--- src/rtl/busn2m_pack.sv ---
// Narrow-to-wide blob packer: IN_WIDTH words fill a COM_MUL staging register
// that is then drained as OUT_WIDTH words; short final groups are zero-padded.
module busn2m_pack #(
    parameter int IN_WIDTH  = 96,
    parameter int OUT_WIDTH = 512,
    parameter int COM_MUL   = 1536,
    parameter int IN_COUNT  = COM_MUL / IN_WIDTH,
    parameter int OUT_COUNT = COM_MUL / OUT_WIDTH,
    parameter int M         = 60
) (
    input  logic                 clk,
    input  logic                 rst,
    input  logic [IN_WIDTH-1:0]  blob_din,
    output logic                 blob_din_rdy,
    input  logic                 blob_din_en,
    input  logic                 blob_din_eop,
    output logic [OUT_WIDTH-1:0] blob_dout,
    input  logic                 blob_dout_rdy,
    output logic                 blob_dout_en,
    output logic                 blob_dout_eop
);

    localparam int DIN_W  = (IN_COUNT  > 1) ? $clog2(IN_COUNT)  : 1;
    localparam int DOUT_W = (OUT_COUNT > 1) ? $clog2(OUT_COUNT) : 1;
    localparam int TOT_W  = (M > 1)         ? $clog2(M)         : 1;

    typedef enum logic [1:0] {
        FILL  = 2'd0,
        PAD   = 2'd1,
        DRAIN = 2'd2
    } state_t;

    state_t               state;
    state_t               state_next;
    logic [COM_MUL-1:0]   stage;
    logic [DIN_W-1:0]     din_cnt;
    logic [DOUT_W-1:0]    dout_cnt;
    logic [TOT_W-1:0]     dout_total;

    logic accept;
    logic din_last;
    logic dout_last;
    logic tot_last;

    // Handshake: an input word transfers on a cycle with blob_din_en while
    // blob_din_rdy=1; an output word transfers on blob_dout_en, which is only
    // raised when the consumer shows blob_dout_rdy=1 during DRAIN.
    assign blob_din_rdy  = (state == FILL);
    assign accept        = blob_din_en & blob_din_rdy;
    assign blob_dout     = stage[OUT_WIDTH-1:0];
    assign blob_dout_en  = (state == DRAIN) & blob_dout_rdy;
    assign blob_dout_eop = blob_dout_en & tot_last;

    assign din_last  = (din_cnt    == DIN_W'(IN_COUNT - 1));
    assign dout_last = (dout_cnt   == DOUT_W'(OUT_COUNT - 1));
    assign tot_last  = (dout_total == TOT_W'(M - 1));

    always_ff @(posedge clk) begin
        if (rst) begin
            state <= FILL;
        end else begin
            state <= state_next;
        end
    end

    always_comb begin
        state_next = state;
        unique case (state)
            FILL: begin
                if (accept) begin
                    if (din_last) begin
                        state_next = DRAIN;
                    end else if (blob_din_eop) begin
                        state_next = PAD;
                    end
                end
            end
            PAD: begin
                if (din_last) begin
                    state_next = DRAIN;
                end
            end
            DRAIN: begin
                if (blob_dout_en && (dout_last || tot_last)) begin
                    state_next = FILL;
                end
            end
            default: state_next = FILL;
        endcase
    end

    // Leaving DRAIN clears the stage so pad words beyond the blob end are dropped.
    always_ff @(posedge clk) begin
        if (rst) begin
            stage      <= '0;
            din_cnt    <= '0;
            dout_cnt   <= '0;
            dout_total <= '0;
        end else begin
            unique case (state)
                FILL: begin
                    if (accept) begin
                        stage   <= {blob_din, stage[COM_MUL-1:IN_WIDTH]};
                        din_cnt <= din_last ? '0 : din_cnt + 1'b1;
                    end
                end
                PAD: begin
                    stage   <= {{IN_WIDTH{1'b0}}, stage[COM_MUL-1:IN_WIDTH]};
                    din_cnt <= din_last ? '0 : din_cnt + 1'b1;
                end
                DRAIN: begin
                    if (blob_dout_en) begin
                        dout_total <= tot_last ? '0 : dout_total + 1'b1;
                        if (dout_last || tot_last) begin
                            dout_cnt <= '0;
                            stage    <= '0;
                        end else begin
                            dout_cnt <= dout_cnt + 1'b1;
                            stage    <= {{OUT_WIDTH{1'b0}}, stage[COM_MUL-1:OUT_WIDTH]};
                        end
                    end
                end
                default: ;
            endcase
        end
    end

endmodule

--- config.mk ---
export PLATFORM = sky130hd
export DESIGN_NAME = busn2m_pack
export DESIGN_NICKNAME = d
export VERILOG_FILES = /design/src/rtl/busn2m_pack.sv
export SDC_FILE = /design/constraint.sdc
export NUM_CORES = 2
export LEC_CHECK = 0
export ABC_CLOCK_PERIOD_IN_PS = 4450
export BUFFER_PORTS_ARGS = -buffer_cell sky130_fd_sc_hd__buf_2
export CORE_MARGIN = 4
export CORE_UTILIZATION = 40
export DETAILED_ROUTE_END_ITERATION = 7
export GPL_TIMING_DRIVEN = 0
export HOLD_SLACK_MARGIN = 0.1
export MAX_ROUTING_LAYER = met4
export PLACE_DENSITY_LB_ADDON = 0.2
export SLEW_MARGIN = 40
export SYNTH_ARGS = -nofsm -noshare
export SYNTH_HDL_FRONTEND = slang
export SYNTH_SLANG_ARGS = --single-unit
--- constraint.sdc ---
create_clock -name clk -period 4.45 [get_ports clk]
set_input_delay 0.6675 -clock clk [delete_from_list [all_inputs] [get_ports clk]]
set_output_delay 0.6675 -clock clk [all_outputs]
set_load 0.005 [all_outputs]
=== Word level (Yosys, flattened, before mapping) ===
Cells that the tools add are included.

* Input bits: 101
* Bits in registers: 1550

* Bitwise logic cells: 3
* Reduce and logical (&&, ||, !) cells: 9
* $add $sub $neg: 3
* Eq/ne operators: 10
* Muxes and demuxes: 15

{| class="wikitable"
|+ Operators with widths
! kind !! count
|-
| 1536-bit one-hot mux with 3 select lines || 1
|-
| 1536-bit 2-to-1 mux || 2
|-
| 1024-bit 2-to-1 mux || 1
|-
| 2-bit 2-to-1 mux || 6
|-
| 4-bit 2-to-1 mux || 2
|-
| 4-bit one-hot mux with 2 select lines || 1
|-
| 6-bit by 1-bit adder with 6-bit output, second input constant || 1
|-
| 6-bit equality test, second input constant || 1
|-
| 6-bit 2-to-1 mux || 1
|-
| 2-bit one-hot mux with 3 select lines || 1
|-
| 4-bit by 1-bit adder with 4-bit output, second input constant || 1
|-
| 2-bit equality test, second input constant || 2
|-
| 4-bit equality test, second input constant || 1
|-
| 2-bit by 1-bit inequality test with 1-bit output, second input constant || 2
|-
| 2-bit inequality test, second input constant || 2
|-
| 2-bit AND reduction || 2
|-
| 4-bit AND reduction || 1
|-
| 1-bit bitwise AND || 3
|-
| 3-bit by 1-bit inequality test with 1-bit output, second input constant || 1
|-
| 3-bit AND reduction || 1
|-
| 3-bit nonzero test || 1
|-
| 2-bit by 1-bit adder with 2-bit output, second input constant || 1
|-
| 2-bit by 1-bit equality test with 1-bit output, second input constant || 1
|-
| 2-bit logical NOT || 1
|-
| 3 further kinds || 3
|}

=== Logic depth before layout (Yosys ltp) ===
* Depth after elaboration: 5
* Mapped depth: 10

=== Worst setup path after synthesis ===
OpenSTA, ideal clock, no wires.

* Kind: register -> register
* Start: register state[0]
* End: register stage[504]
* Clock period less this slack: 2489 ps
* Path buffers: 3
* Setup slack: 1961 ps
* Required time: 4379 ps
* Stages on the path, launching flop included: 10
* Data arrival time: 2419 ps
* Cell sequence: dfxtp_1 > inv_1 > ha_1 > nor2b_1 > or3_1 > clkbuf_1 > nor4_4 > clkbuf_1 > clkbuf_1 > o2bb2ai_1

* Word-level cells in the longest chain between the ends: 4

{| class="wikitable"
|+ RTL lines
! item !! line !! text
|-
| start, declared || 33 || <nowiki>state_t state;</nowiki>
|-
| start signal, assigned || 62 || <nowiki>state <= state_next;</nowiki>
|-
| 2-bit logical NOT (*) || 48 || <nowiki>assign blob_din_rdy = (state == FILL);</nowiki>
|-
| net blob_din_rdy || 14 || <nowiki>output logic blob_din_rdy,</nowiki>
|-
| 1-bit bitwise AND || 49 || <nowiki>assign accept = blob_din_en & blob_din_rdy;</nowiki>
|-
| 2-bit by 1-bit inequality test with 1-bit output (no line) || - ||
|-
| 3-bit AND reduction (no line) || - ||
|-
| end signal, assigned || 103 || <nowiki>stage <= {blob_din, stage[COM_MUL-1:IN_WIDTH]};</nowiki>
|-
| end signal, assigned || 108 || <nowiki>stage <= {{IN_WIDTH{1'b0}}, stage[COM_MUL-1:IN_WIDTH]};</nowiki>
|-
| end signal, assigned || 119 || <nowiki>stage <= {{OUT_WIDTH{1'b0}}, stage[COM_MUL-1:OUT_WIDTH]};</nowiki>
|-
| end, declared || 35 || <nowiki>logic [COM_MUL-1:0] stage;</nowiki>
|}

The timed path passes the listed nets; every way through them passes the cells marked *.
A chain may end at the register's enable or synchronous reset.

=== Final worst setup path ===
* Start: register state[1]
* End: register stage[651]

* Word-level cells in the longest chain between the ends: 4

{| class="wikitable"
|+ RTL lines
! item !! line
|-
| 2-bit equality test or 2-bit logical NOT (tied branches) || 51, 100, 48
|-
| 1-bit bitwise AND, on equally long branches || 51, 49
|-
| 2-bit inequality test (no line) or 2-bit by 1-bit inequality test with 1-bit output (tied branches) || -
|-
| 3-bit AND reduction (no line) || -
|}

Several ways; a longest one is shown, not always the timed one.

==> results.md <==
- Outcome: complete, no violations
- Detailed-route vias per instance: 5.66
- Core Region: 176,000 sq um
- CP Class: flip-flop to flip-flop
- Final slew viol count: 0
- DR vias: 61,140
- PwrDens: 563 nW/um^2
- Seq/Total Area, Yosys: 43.7%
- Met1 WL: 136,000 um
- WP data required: 5.17 ns
- Final core occ: 48.0%
- Initial Util: 40.3%
- Combinational share of power: 35.9%
- Post-CTS Resized: 0
- Grt ovf: 0
- Post-synth ARST share: 0%
- Area grow syn2layout: 19.1%
- Vias in the first global route: 58,954
- Hold Vio Cnt, Final: 0
- Min Tclk post-route: 4.43 ns
- Sw frac: 41.3%
- Reg clk slew, reported paths: 0.06 ns
- Dpl ws: 0.161 ns
- Layout Nets: 8,407
- Met3 wire length: 23,400 um
- Starting DRT DRC Count: 6,191
- All-layer global routing usage: 36.2%
- Root buf cell: clkbuf_16
- Post-synth top flop: dfxtp_1
- CP Capture Type: flip-flop
- Internal power: 27.9 mW
- Slew headroom: 36.4%
- Library cells used by synthesis: 34
- Post-synth EDFFs: 0
- Tot Pwr: 47.6 mW
- TNS Setup: 0 ns
- Layout cells sized above 1: 19.5%
- Mapped Nets: 7,539
- Final worst slack: 0.0231 ns
- Max Cap Viol: 0
- Inserted Clock Buffers: 175
- Commonest cells in the netlist: 1,550 x dfxtp_1, 1,026 x mux2i_1, 1,024 x o2bb2ai_1
- Clock share of power: 32.0%
- # IOs: 616
- Yosys reg bits: 1,550
- Synth top area share: 43.7%
- Worst slew pin tran: 0.954 ns
- Unrepaired setup endpoints after global routing: no
- CTS tree: yes
- Worst hold path class: primary input to flip-flop
- Detailed Routing Iterations Pass 1: 6
- Setup violations, final: 0
- Initial antenna violation count: 41
- Top layer reached by signal wires: met4
- Die area: 184,000 sq um
- Placed Cells: 10,420
- Multi-input gate area in the final layout: 33,400 sq um
- Leading post-synthesis cells by cell area: dfxtp_1 44%, mux2i_1 14%, o2bb2ai_1 13%, and2_1 9.0%, buf_4 5.5%
- Startpoint types: flip-flop
- Worst Path Arrival: 5.15 ns
- Top-count cell post-synth: dfxtp_1
- Sw power: 19.7 mW
- Sequential cell area: 31,000 sq um
- Routed wl met2: 150,000 um
- Max frequency: 0.226 GHz
- Port buffer count: 614
- Largest net degree at the start of global routing: 17
- Fin cells: 10,808
- H-tree lvl count: 4
- Routed WL: 336,000 um
- Detailed placer's ending HPWL: 273,000 um
- Period utilization: 99.5%
- Yosys top cell by area: dfxtp_1
- Clk Latency, worst-skew pair: 0.84 ns
- Synthesized area: 71,000 sq um
- Yosys warns: 0
- CTS Sinks: 1,550
- Hold Buf Count CTS: 41
- Worst clock skew: 0.0387 ns
- Routed wire per std cell: 31.1 um
- Setup Buffers After CTS: 0
- Rows: 154
- Antenna Nets Post-Route: 0
- Peak supply drop: 515 uV
- Gpl congestion: 0.998
- Seq pwr share: 32.2%
- Crit path max fanout: 11
- Syn Area/Cell: 9.55 sq um
- P_leak: 35.5 nW
- Clock buffer depth: 3
- Die height: 429 um
- Cells after synthesis: 7,431
- DR DRC count: 0
- Global-route wire length before repair: 461,000 um
- Die width: 429 um
- Fillers: 17,190
[metrics by stage]
| stage | cell area [sq um] | hold WS (ns) |
|---|---|---|
| after CTS | 84400 | 0.100 |
| final | 84500 | 0.140 |
| after floorplan | 71000 | 0.436 |
| after detailed placement | 78000 | 0.460 |
| after global placement | 77000 | 0.453 |
| after global routing | 84500 | 0.125 |
[final timing paths]
path | startpoint | to | slack, ns | depth (start not counted)
setup / recovery | state[1] | stage[651] | 0.02 | 10
hold / removal | blob_din[15] | stage[1455] | 0.14 | 3
setup reg to reg | state[1] | stage[651] | 0.02 | 10
hold reg to reg | dout_cnt[1] | dout_cnt[1] | 0.47 | 2
[state kept, by name, indices dropped and copies added (netlist names)]
signal,flops
stage,1536
dout_total,6
din_cnt,4
state,2
dout_cnt,2
[layer usage]
metal	GRT usage (%)	up-vias
li1	-	27621
met1	44.3	30159
met2	55.7	2624
met3	5.85	736
met4	23.1	0
met5	-	-
[cells in the final DEF, fill, tap and decap left out, types with 97 or more instances in the layout]
cell type / instances
nand2_1: 522
a21oi_1: 518
clkbuf_1: 460
dfxtp_1: 1550
mux2i_1: 1026
and2_1: 1023
buf_2: 732
nand3b_1: 97
nand3_1: 419
buf_4: 516
clkbuf_16: 175
o2bb2ai_1: 1024
[layout make-up]
class / count / share of cell area [%]
diodes: 28 / 0.0829
plain buffers: 1196 / 7.93
clock buffers: 262 / 6.22
clock inverters: 56 / 0.888
inverters: 5 / 0.0222
multi-input cells: 4680 / 39.5
flip-flops and latches: 1550 / 36.7
well taps: 2340 / 3.46
repair buffers: 691 / 5.20
[kinds of logic (layout without fill, tap and decap cells)]
family          count (synthesis)  in the layout  synth area share [%]
buf+inv                      1201           2210                  9.25
other cells                     0             28                     0
mux                          1026           1026                  14.5
flops                        1550           1550                  43.7
fa+ha+maj                       7              7                 0.123
xor+xnor                        5              5                0.0617
simple gates                 2092           2092                  16.0
compound gates               1550           1550                  16.4
[worst max-delay path, stage by stage (launching register included)]
cell and delay (ns):
dfxtp_1 0.41, inv_1 0.09, ha_2 0.22, nor2b_1 0.15, or3_1 0.33, clkbuf_2 0.40
nor4_4 0.84, buf_2 0.73, buf_4 0.54, buf_2 0.37, o2bb2ai_1 0.20
[power groups by stage]
stage          clock network [mW]  logic, mW  registers (mW)
2_1_floorplan                   0       9.30            15.1
3_3_place_gp                    0       15.9            15.6
3_5_place_dp                    0       16.7            15.6
4_1_cts                      15.3       16.7            15.3
5_1_grt                      15.9       17.6            15.3
6_report                     15.2       17.1            15.3
Note: power is estimated with default switching activity, not from simulation.
